--- config.mk ---
export PLATFORM = sky130hd
export DESIGN_NAME = dual_issue_queue
export DESIGN_NICKNAME = d
export VERILOG_FILES = /design/src/rtl/dual_issue_queue.sv
export SDC_FILE = /design/constraint.sdc
export NUM_CORES = 1
export LEC_CHECK = 0
export BUFFER_PORTS_ARGS = -buffer_cell sky130_fd_sc_hd__buf_2
export CAP_MARGIN = 5
export CORE_MARGIN = 2
export CORE_UTILIZATION = 50
export DETAILED_ROUTE_END_ITERATION = 12
export PLACE_DENSITY = 0.78
export SKIP_LAST_GASP = 1
export SLEW_MARGIN = 10
export SYNTH_ARGS = -nofsm -noshare
export SYNTH_HDL_FRONTEND = slang
export SYNTH_SLANG_ARGS = --single-unit
--- constraint.sdc ---
create_clock -name clk_i -period 3.8 [get_ports clk_i]
set_input_delay 0.19 -clock clk_i [delete_from_list [all_inputs] [get_ports clk_i]]
set_output_delay 0.19 -clock clk_i [all_outputs]
set_load 0.02 [all_outputs]
--- src/rtl/dual_issue_queue.sv ---
// Instruction queue between fetch and the paired decoder; presents the two oldest entries as an issue pair.
// Optional statistics counters are enabled by defining DUAL_ISSUE_QUEUE_STATS_EN.
module dual_issue_queue #(
  parameter int els_p        = 4,
  parameter int data_width_p = 32,
  parameter int pc_width_p   = 22
) (
  input  logic                         clk_i,
  input  logic                         reset_n_i,
  input  logic                         fetch_v_i,
  input  logic [data_width_p-1:0]      fetch_instr_i,
  input  logic [pc_width_p-1:0]        fetch_pc_i,
  output logic                         fetch_ready_o,
  output logic                         instr0_v_o,
  output logic [data_width_p-1:0]      instr0_o,
  output logic [pc_width_p-1:0]        pc0_o,
  output logic                         instr1_v_o,
  output logic [data_width_p-1:0]      instr1_o,
  output logic [pc_width_p-1:0]        pc1_o,
  input  logic                         dual_issue_i,
  input  logic                         issue_i,
  input  logic                         flush_i,
  output logic [$clog2(els_p+1)-1:0]   count_o
`ifdef DUAL_ISSUE_QUEUE_STATS_EN
  ,
  output logic [31:0]                  single_issue_cnt_o,
  output logic [31:0]                  dual_issue_cnt_o,
  output logic [31:0]                  starve_cnt_o
`endif
);

  localparam int ptr_w = $clog2(els_p);
  localparam int cnt_w = $clog2(els_p+1);

  typedef enum logic {eRUN, eFLUSH} state_e;

  state_e                  r_state, w_state_next;
  logic [ptr_w-1:0]        r_rd_ptr, r_wr_ptr, w_rd1_ptr;
  logic [cnt_w-1:0]        r_count;
  logic [data_width_p-1:0] r_mem_instr [els_p];
  logic [pc_width_p-1:0]   r_mem_pc    [els_p];

  logic       w_push, w_issue, w_pop1, w_pop2;
  logic [1:0] w_pop_n;

  assign instr0_v_o    = (r_count >= cnt_w'(1));
  assign instr1_v_o    = (r_count >= cnt_w'(2));
  assign fetch_ready_o = (r_state == eRUN) && (r_count < cnt_w'(els_p));
  assign count_o       = r_count;
  assign w_rd1_ptr     = r_rd_ptr + ptr_w'(1);

  // Flush wins over push/pop in the same cycle.
  assign w_push  = fetch_v_i & fetch_ready_o & ~flush_i;
  assign w_issue = issue_i & instr0_v_o & ~flush_i;
  assign w_pop2  = w_issue & dual_issue_i & instr1_v_o;
  assign w_pop1  = w_issue & ~w_pop2;
  assign w_pop_n = {w_pop2, w_pop1};

  always_comb begin
    w_state_next = r_state;
    if (flush_i)                w_state_next = eFLUSH;
    else if (r_state == eFLUSH) w_state_next = eRUN;
  end

  always_ff @(posedge clk_i or negedge reset_n_i) begin
    if (!reset_n_i) begin
      r_state  <= eRUN;
      r_rd_ptr <= '0;
      r_wr_ptr <= '0;
      r_count  <= '0;
    end else begin
      r_state <= w_state_next;
      if (flush_i) begin
        r_rd_ptr <= '0;
        r_wr_ptr <= '0;
        r_count  <= '0;
      end else begin
        if (w_push) r_wr_ptr <= r_wr_ptr + ptr_w'(1);
        r_rd_ptr <= r_rd_ptr + ptr_w'(w_pop_n);
        r_count  <= r_count + cnt_w'(w_push) - cnt_w'(w_pop_n);
      end
    end
  end

  always_ff @(posedge clk_i) begin
    if (w_push) begin
      r_mem_instr[r_wr_ptr] <= fetch_instr_i;
      r_mem_pc[r_wr_ptr]    <= fetch_pc_i;
    end
  end

  always_comb begin
    instr0_o = '0;
    pc0_o    = '0;
    instr1_o = '0;
    pc1_o    = '0;
    if (instr0_v_o) begin
      instr0_o = r_mem_instr[r_rd_ptr];
      pc0_o    = r_mem_pc[r_rd_ptr];
    end
    if (instr1_v_o) begin
      instr1_o = r_mem_instr[w_rd1_ptr];
      pc1_o    = r_mem_pc[w_rd1_ptr];
    end
  end

`ifdef DUAL_ISSUE_QUEUE_STATS_EN
  logic [31:0] r_single_cnt, r_dual_cnt, r_starve_cnt;

  // Saturating counters; flush leaves them untouched.
  always_ff @(posedge clk_i or negedge reset_n_i) begin
    if (!reset_n_i) begin
      r_single_cnt <= '0;
      r_dual_cnt   <= '0;
      r_starve_cnt <= '0;
    end else begin
      if (w_pop1 && (r_single_cnt != '1)) r_single_cnt <= r_single_cnt + 32'd1;
      if (w_pop2 && (r_dual_cnt != '1))   r_dual_cnt   <= r_dual_cnt + 32'd1;
      if (issue_i && (r_count == '0) && (r_starve_cnt != '1))
        r_starve_cnt <= r_starve_cnt + 32'd1;
    end
  end

  assign single_issue_cnt_o = r_single_cnt;
  assign dual_issue_cnt_o   = r_dual_cnt;
  assign starve_cnt_o       = r_starve_cnt;
`endif

endmodule
; Word level (Yosys, flattened, before mapping)
; Memory sizes are Yosys's and may differ from the RTL's.
; Cells that the tools add are included.
[totals]
reg_bits = 8
in_bits = 60
out_inout_bits = 114
word_cells = 37
ramBits = 216
memories = 2
[op_classes]
n_lt_le_gt_ge = 3
n_addsub = 5
bitwise = 10
n_mux = 11
reduce_logical = 2
[mem_list]
columns = memory, depth, word_bits, rd, rd_clocked_by_memory_dff, write_ports, line
row1 = r_mem_instr, 4, 32, 2, 0, 1, 40  ; logic [data_width_p-1:0] r_mem_instr [els_p];
row2 = r_mem_pc, 4, 22, 2, 0, 1, 41  ; logic [pc_width_p-1:0] r_mem_pc [els_p];
[ops]
columns = op, count
row1 = 32-bit two-way mux, 2
row2 = 22-bit two-way mux, 2
row3 = 1-bit AND, 7
row4 = 2-bit two-way mux, 3
row5 = "2-bit by 1-bit adder with 2-bit output, second input constant", 2
row6 = 3-bit by 1-bit adder with 3-bit output, 1
row7 = "3-bit by 1-bit greater-or-equal comparator with 1-bit output, second input constant", 1
row8 = "3-bit by 2-bit greater-or-equal comparator with 1-bit output, second input constant", 1
row9 = "3-bit < comparator, second input constant", 1
row10 = 1-bit two-way mux, 3
row11 = 3-bit two-way mux, 1
row12 = 1-bit NOT, 3
row13 = 3-bit by 2-bit subtractor with 3-bit output, 1
row14 = 2-bit adder, 1
row15 = 2-bit nonzero test, 1
row16 = 1-bit logical AND, 1

; Logic depth before layout (Yosys ltp)
[depth]
word_depth = 9
ltp_mapped = 11
depth_no_buf = 10

; Least setup slack after synthesis
; No wires, ideal clock.
[synth_timing]
kind = reg-to-reg
startpoint = register r_count[2], in the netlist count_o[2]
endpoint = memory r_mem_instr[0][0], enable pin
required_ps = 3383
arrival_ps = 2472
path_slack_ps = 911
synth_period_minus_slack_ps = 2889
stages_incl_launch_ff = 4
n_path_buf = 0
cell_sequence = dfrtp_1 > nor3b_1 > nor2b_1 > and2_1
[synth_via]
elab_chain_cells = 6
[synth_lines]
columns = item, line
row1 = "start, declared", 39  ; logic [cnt_w-1:0] r_count;
row2 = "start signal, assigned", 80  ; r_count <= r_count + cnt_w'(w_push) - cnt_w'(w_pop_n);
row3 = 3-bit < comparator, 48  ; assign fetch_ready_o = (r_state == eRUN) && (r_count < cnt_w'(els_p));
row4 = 1-bit logical AND, 48
row5 = 1-bit AND (2 in a row), 53  ; assign w_push = fetch_v_i & fetch_ready_o & ~flush_i;
row6 = 1-bit two-way mux, 86  ; if (w_push) begin
row7 = 1-bit two-way mux (implied by the code), 87  ; r_mem_instr[r_wr_ptr] <= fetch_instr_i;
row8 = "end, declared", 40
; No other way between the ends.

; Worst setup path in the final report
[layout_timing]
startpoint = register r_rd_ptr[0]
endpoint = output port pc0_o[3]
[layout_via]
elab_chain_cells = 2
[layout_lines]
columns = item, line
row1 = "start, declared", 38  ; logic [ptr_w-1:0] r_rd_ptr, r_wr_ptr, w_rd1_ptr;
row2 = "start signal, assigned", 79  ; r_rd_ptr <= r_rd_ptr + ptr_w'(w_pop_n);
row3 = memory read 4 x 22 bit, -
row4 = 22-bit two-way mux, 97  ; if (instr0_v_o) begin
row5 = "end, declared", 16  ; output logic [pc_width_p-1:0] pc0_o,
; No other way between the ends.

==> results_dict.tcl <==
set metrics [dict create \
    status "finished, final reports clean" \
    cts_sinks 224 \
    clock.fmax_ghz 0.346 \
    holdWs_ns 0.0640 \
    ys_seq_elements 224 \
    max_stage_delay_ns 0.85 \
    die_area_um2 21800 \
    ys_warn_count 0 \
    skew_ns 0.0114 \
    critPathArrivalTime_ns 2.70 \
    cap_violations 0 \
    final-hold-violation-count 0 \
    hold_class "input pin to asynchronous set/reset pin" \
    root_buffer "clkbuf_16" \
    drive_above_1_share_pct 44.2 \
    via_per_inst 5.63 \
    fp.dieH_um 148 \
    stdcell_area_um2 12800 \
    area_growth_pct 24.2 \
    path_delay_family "flip-flops" \
    vias 5855 \
    cts_resized 0 \
    cp.required_ns 3.61 \
    cts_buffers 23 \
    dpl.hpwl_um 13900 \
    drtIter0Drc 345 \
    placed_area_um2 11500 \
    path_clk_slew_ns 0.06 \
    fin_nets 821 \
    final-max-slew-violation-count 0 \
    synthesis.nets 588 \
    firstDrtPassIters 5 \
    ys_seq_area_share_pct 64.7 \
    die_w_um 148 \
    drcViolationCount 0 \
    yosysUniqueCellTypes 24 \
    synth_cells 519 \
    drt_wl_total_um 22200 \
    cp-end-kind "primary output" \
    io_buffers 173 \
    gr-total-overflow 0 \
    ff2ff_path_depth 9 \
    antenna_found_initial 1 \
    core_um2 20200 \
    startpoint_type "flop" \
    tightest_slew_ns 0.789 \
    vdd_drop_max_mv 0.552 \
    timing.final.crit_share_pct 76.1 \
    wl_per_cell_um 21.3 \
    dpl.cell_count 941 \
    finalSetupTns_ns 0 \
    track_usage_pct 20.8 \
    rsz0062_at_grt "false" \
    initial_core_util_pct 51.0 \
    slowest_stage "dfrtp_4" \
    powerDensity_nw_per_um2 590 \
    ff2ff_setup_slack_ns 0.97 \
    synth_area_um2 10300 \
    cts_tree "done" \
    clockBufferDepth 3 \
    critPathBufInv 2 \
    postRouteAntennaNets 0 \
    setup.worst_path.class "flop to primary output" \
    slew_headroom_pct 47.4 \
    stdcell_count 1040 \
    report.final.setup_viol 0 \
    io_pins 174 \
    grt_pass1_vias 6482 \
    rows 52 \
    critical_path_peak_fanout 46 \
    grt_max_degree 57 \
    gp_congestion 0.793 \
    period_minus_slack_ns 2.89 \
    path_depth 4 \
    grt_pass1_wl_um 35200 \
    clk_latency_ns 0.50 \
    h-tree-depth 1 \
    crit_chain "buf_12 -> mux4_2 -> nor2b_1 -> buf_2" \
    p_leak_nw 4.56 \
    syn_area_per_cell_um2 19.9 \
]
-- routing by layer --
layer	global-route usage (%)	up-vias	wire length, um
li1	-	2565	-
met1	27.9	3048	8750
met2	34.8	207	11500
met3	4.04	35	1460
met4	6.49	0	524
met5	0	-	0
-- synthesized netlist by cell type --
| library cell | instances | area share [%] |
|---|---|---|
| buf_1 | 3 | 0.11 |
| buf_8 | 2 | 0.29 |
| nand4b_1 | 1 | 0.085 |
| inv_1 | 8 | 0.29 |
| a2111oi_0 | 1 | 0.085 |
| o211ai_1 | 1 | 0.073 |
| nor3b_1 | 1 | 0.073 |
| xor2_1 | 1 | 0.085 |
| ha_1 | 8 | 0.97 |
| and2_1 | 58 | 3.5 |
| mux2i_1 | 1 | 0.097 |
| buf_4 | 7 | 0.51 |
| xnor2_1 | 4 | 0.34 |
| mux4_2 | 108 | 24 |
| dfrtp_1 | 8 | 1.9 |
| buf_2 | 14 | 0.68 |
| nor2_1 | 7 | 0.25 |
| fa_1 | 1 | 0.19 |
| clkbuf_2 | 1 | 0.048 |
| buf_6 | 2 | 0.22 |
| or2_1 | 1 | 0.061 |
| nor2b_1 | 57 | 3.5 |
| clkbuf_1 | 8 | 0.29 |
| edfxtp_1 | 216 | 63 |
-- cell type report --
class | count | area (um^2)
well taps | 270 | 338
diodes | 1 | 2.50
inverters | 8 | 30.0
fillers | 1422 | 7410
clock buffers | 24 | 579
repair buffers | 245 | 1580
multi-input cells | 250 | 3400
clock inverters | 18 | 196
flip-flops and latches | 224 | 6690
-- worst paths after layout --
kind | from | endpoint
worst min register to register | r_wr_ptr[1] | r_wr_ptr[1]
max in group asynchronous | reset_n_i | r_rd_ptr[0]
min in group clk_i | dual_issue_i | r_rd_ptr[1]
worst max register to register | count_o[2] | count_o[2]
worst min-delay path | reset_n_i | count_o[2]
worst max-delay path | r_rd_ptr[0] | pc0_o[3]
-- cell families after synthesis --
kind of cell | after synthesis | synth area share [%]
and+or+nand+nor | 125 | 7.44
xor gates and xnor gates | 5 | 0.424
buffers and inverters | 45 | 2.43
muxes | 109 | 23.6
adders and majority gates | 9 | 1.16
AOI/OAI and AO/OA | 2 | 0.158
DFF | 224 | 64.7
-- registers in the layout, summed over array words and instances, names as in the netlist --
register	cells
r_mem_pc	88
r_rd_ptr	2
r_state	1
count_o	3
r_mem_instr	128
r_wr_ptr	2
-- power by group --
part	switching (mW)	total (mW)	leakage, nW	internal, mW
Clock	0.891	2.27	0.379	1.38
Combinational	1.42	2.40	2.13	0.979
Sequential	0.115	2.89	2.05	2.78
Total	2.43	7.56	4.56	5.14
-- cells in the final DEF, fill, tap and decap left out, types with 2 or more instances in the layout --
| master | n |
|---|---|
| dfrtp_1 | 6 |
| nor2b_1 | 57 |
| clkinv_2 | 4 |
| nor2_1 | 6 |
| clkinv_1 | 6 |
| buf_12 | 3 |
| inv_1 | 8 |
| and2_1 | 54 |
| edfxtp_1 | 216 |
| ha_1 | 8 |
| buf_4 | 13 |
| bufinv_16 | 4 |
| xnor2_1 | 4 |
| dlygate4sd3_1 | 56 |
| buf_2 | 173 |
| clkinv_4 | 2 |
| clkbuf_16 | 23 |
| dfrtp_4 | 2 |
| mux4_2 | 108 |
| and2_2 | 4 |
-- metrics by stage --
stage | util [%] | power (mW) | setup WS, ns
floorplan | - | 4.55 | 0.911
CTS | 63.4 | 7.64 | 0.831
finish | 63.4 | 7.56 | 0.908
detailed placement | 56.8 | 5.32 | 1.05
global route | 63.4 | 7.91 | 0.701
global placement | 56.8 | 5.27 | 1.16
-- timing repair --
action,CTS,global route
endpoints found under the hold margin,232,0
hold buffers,56,0
buffers inserted,0,0
(Power assumes the default switching activity.)
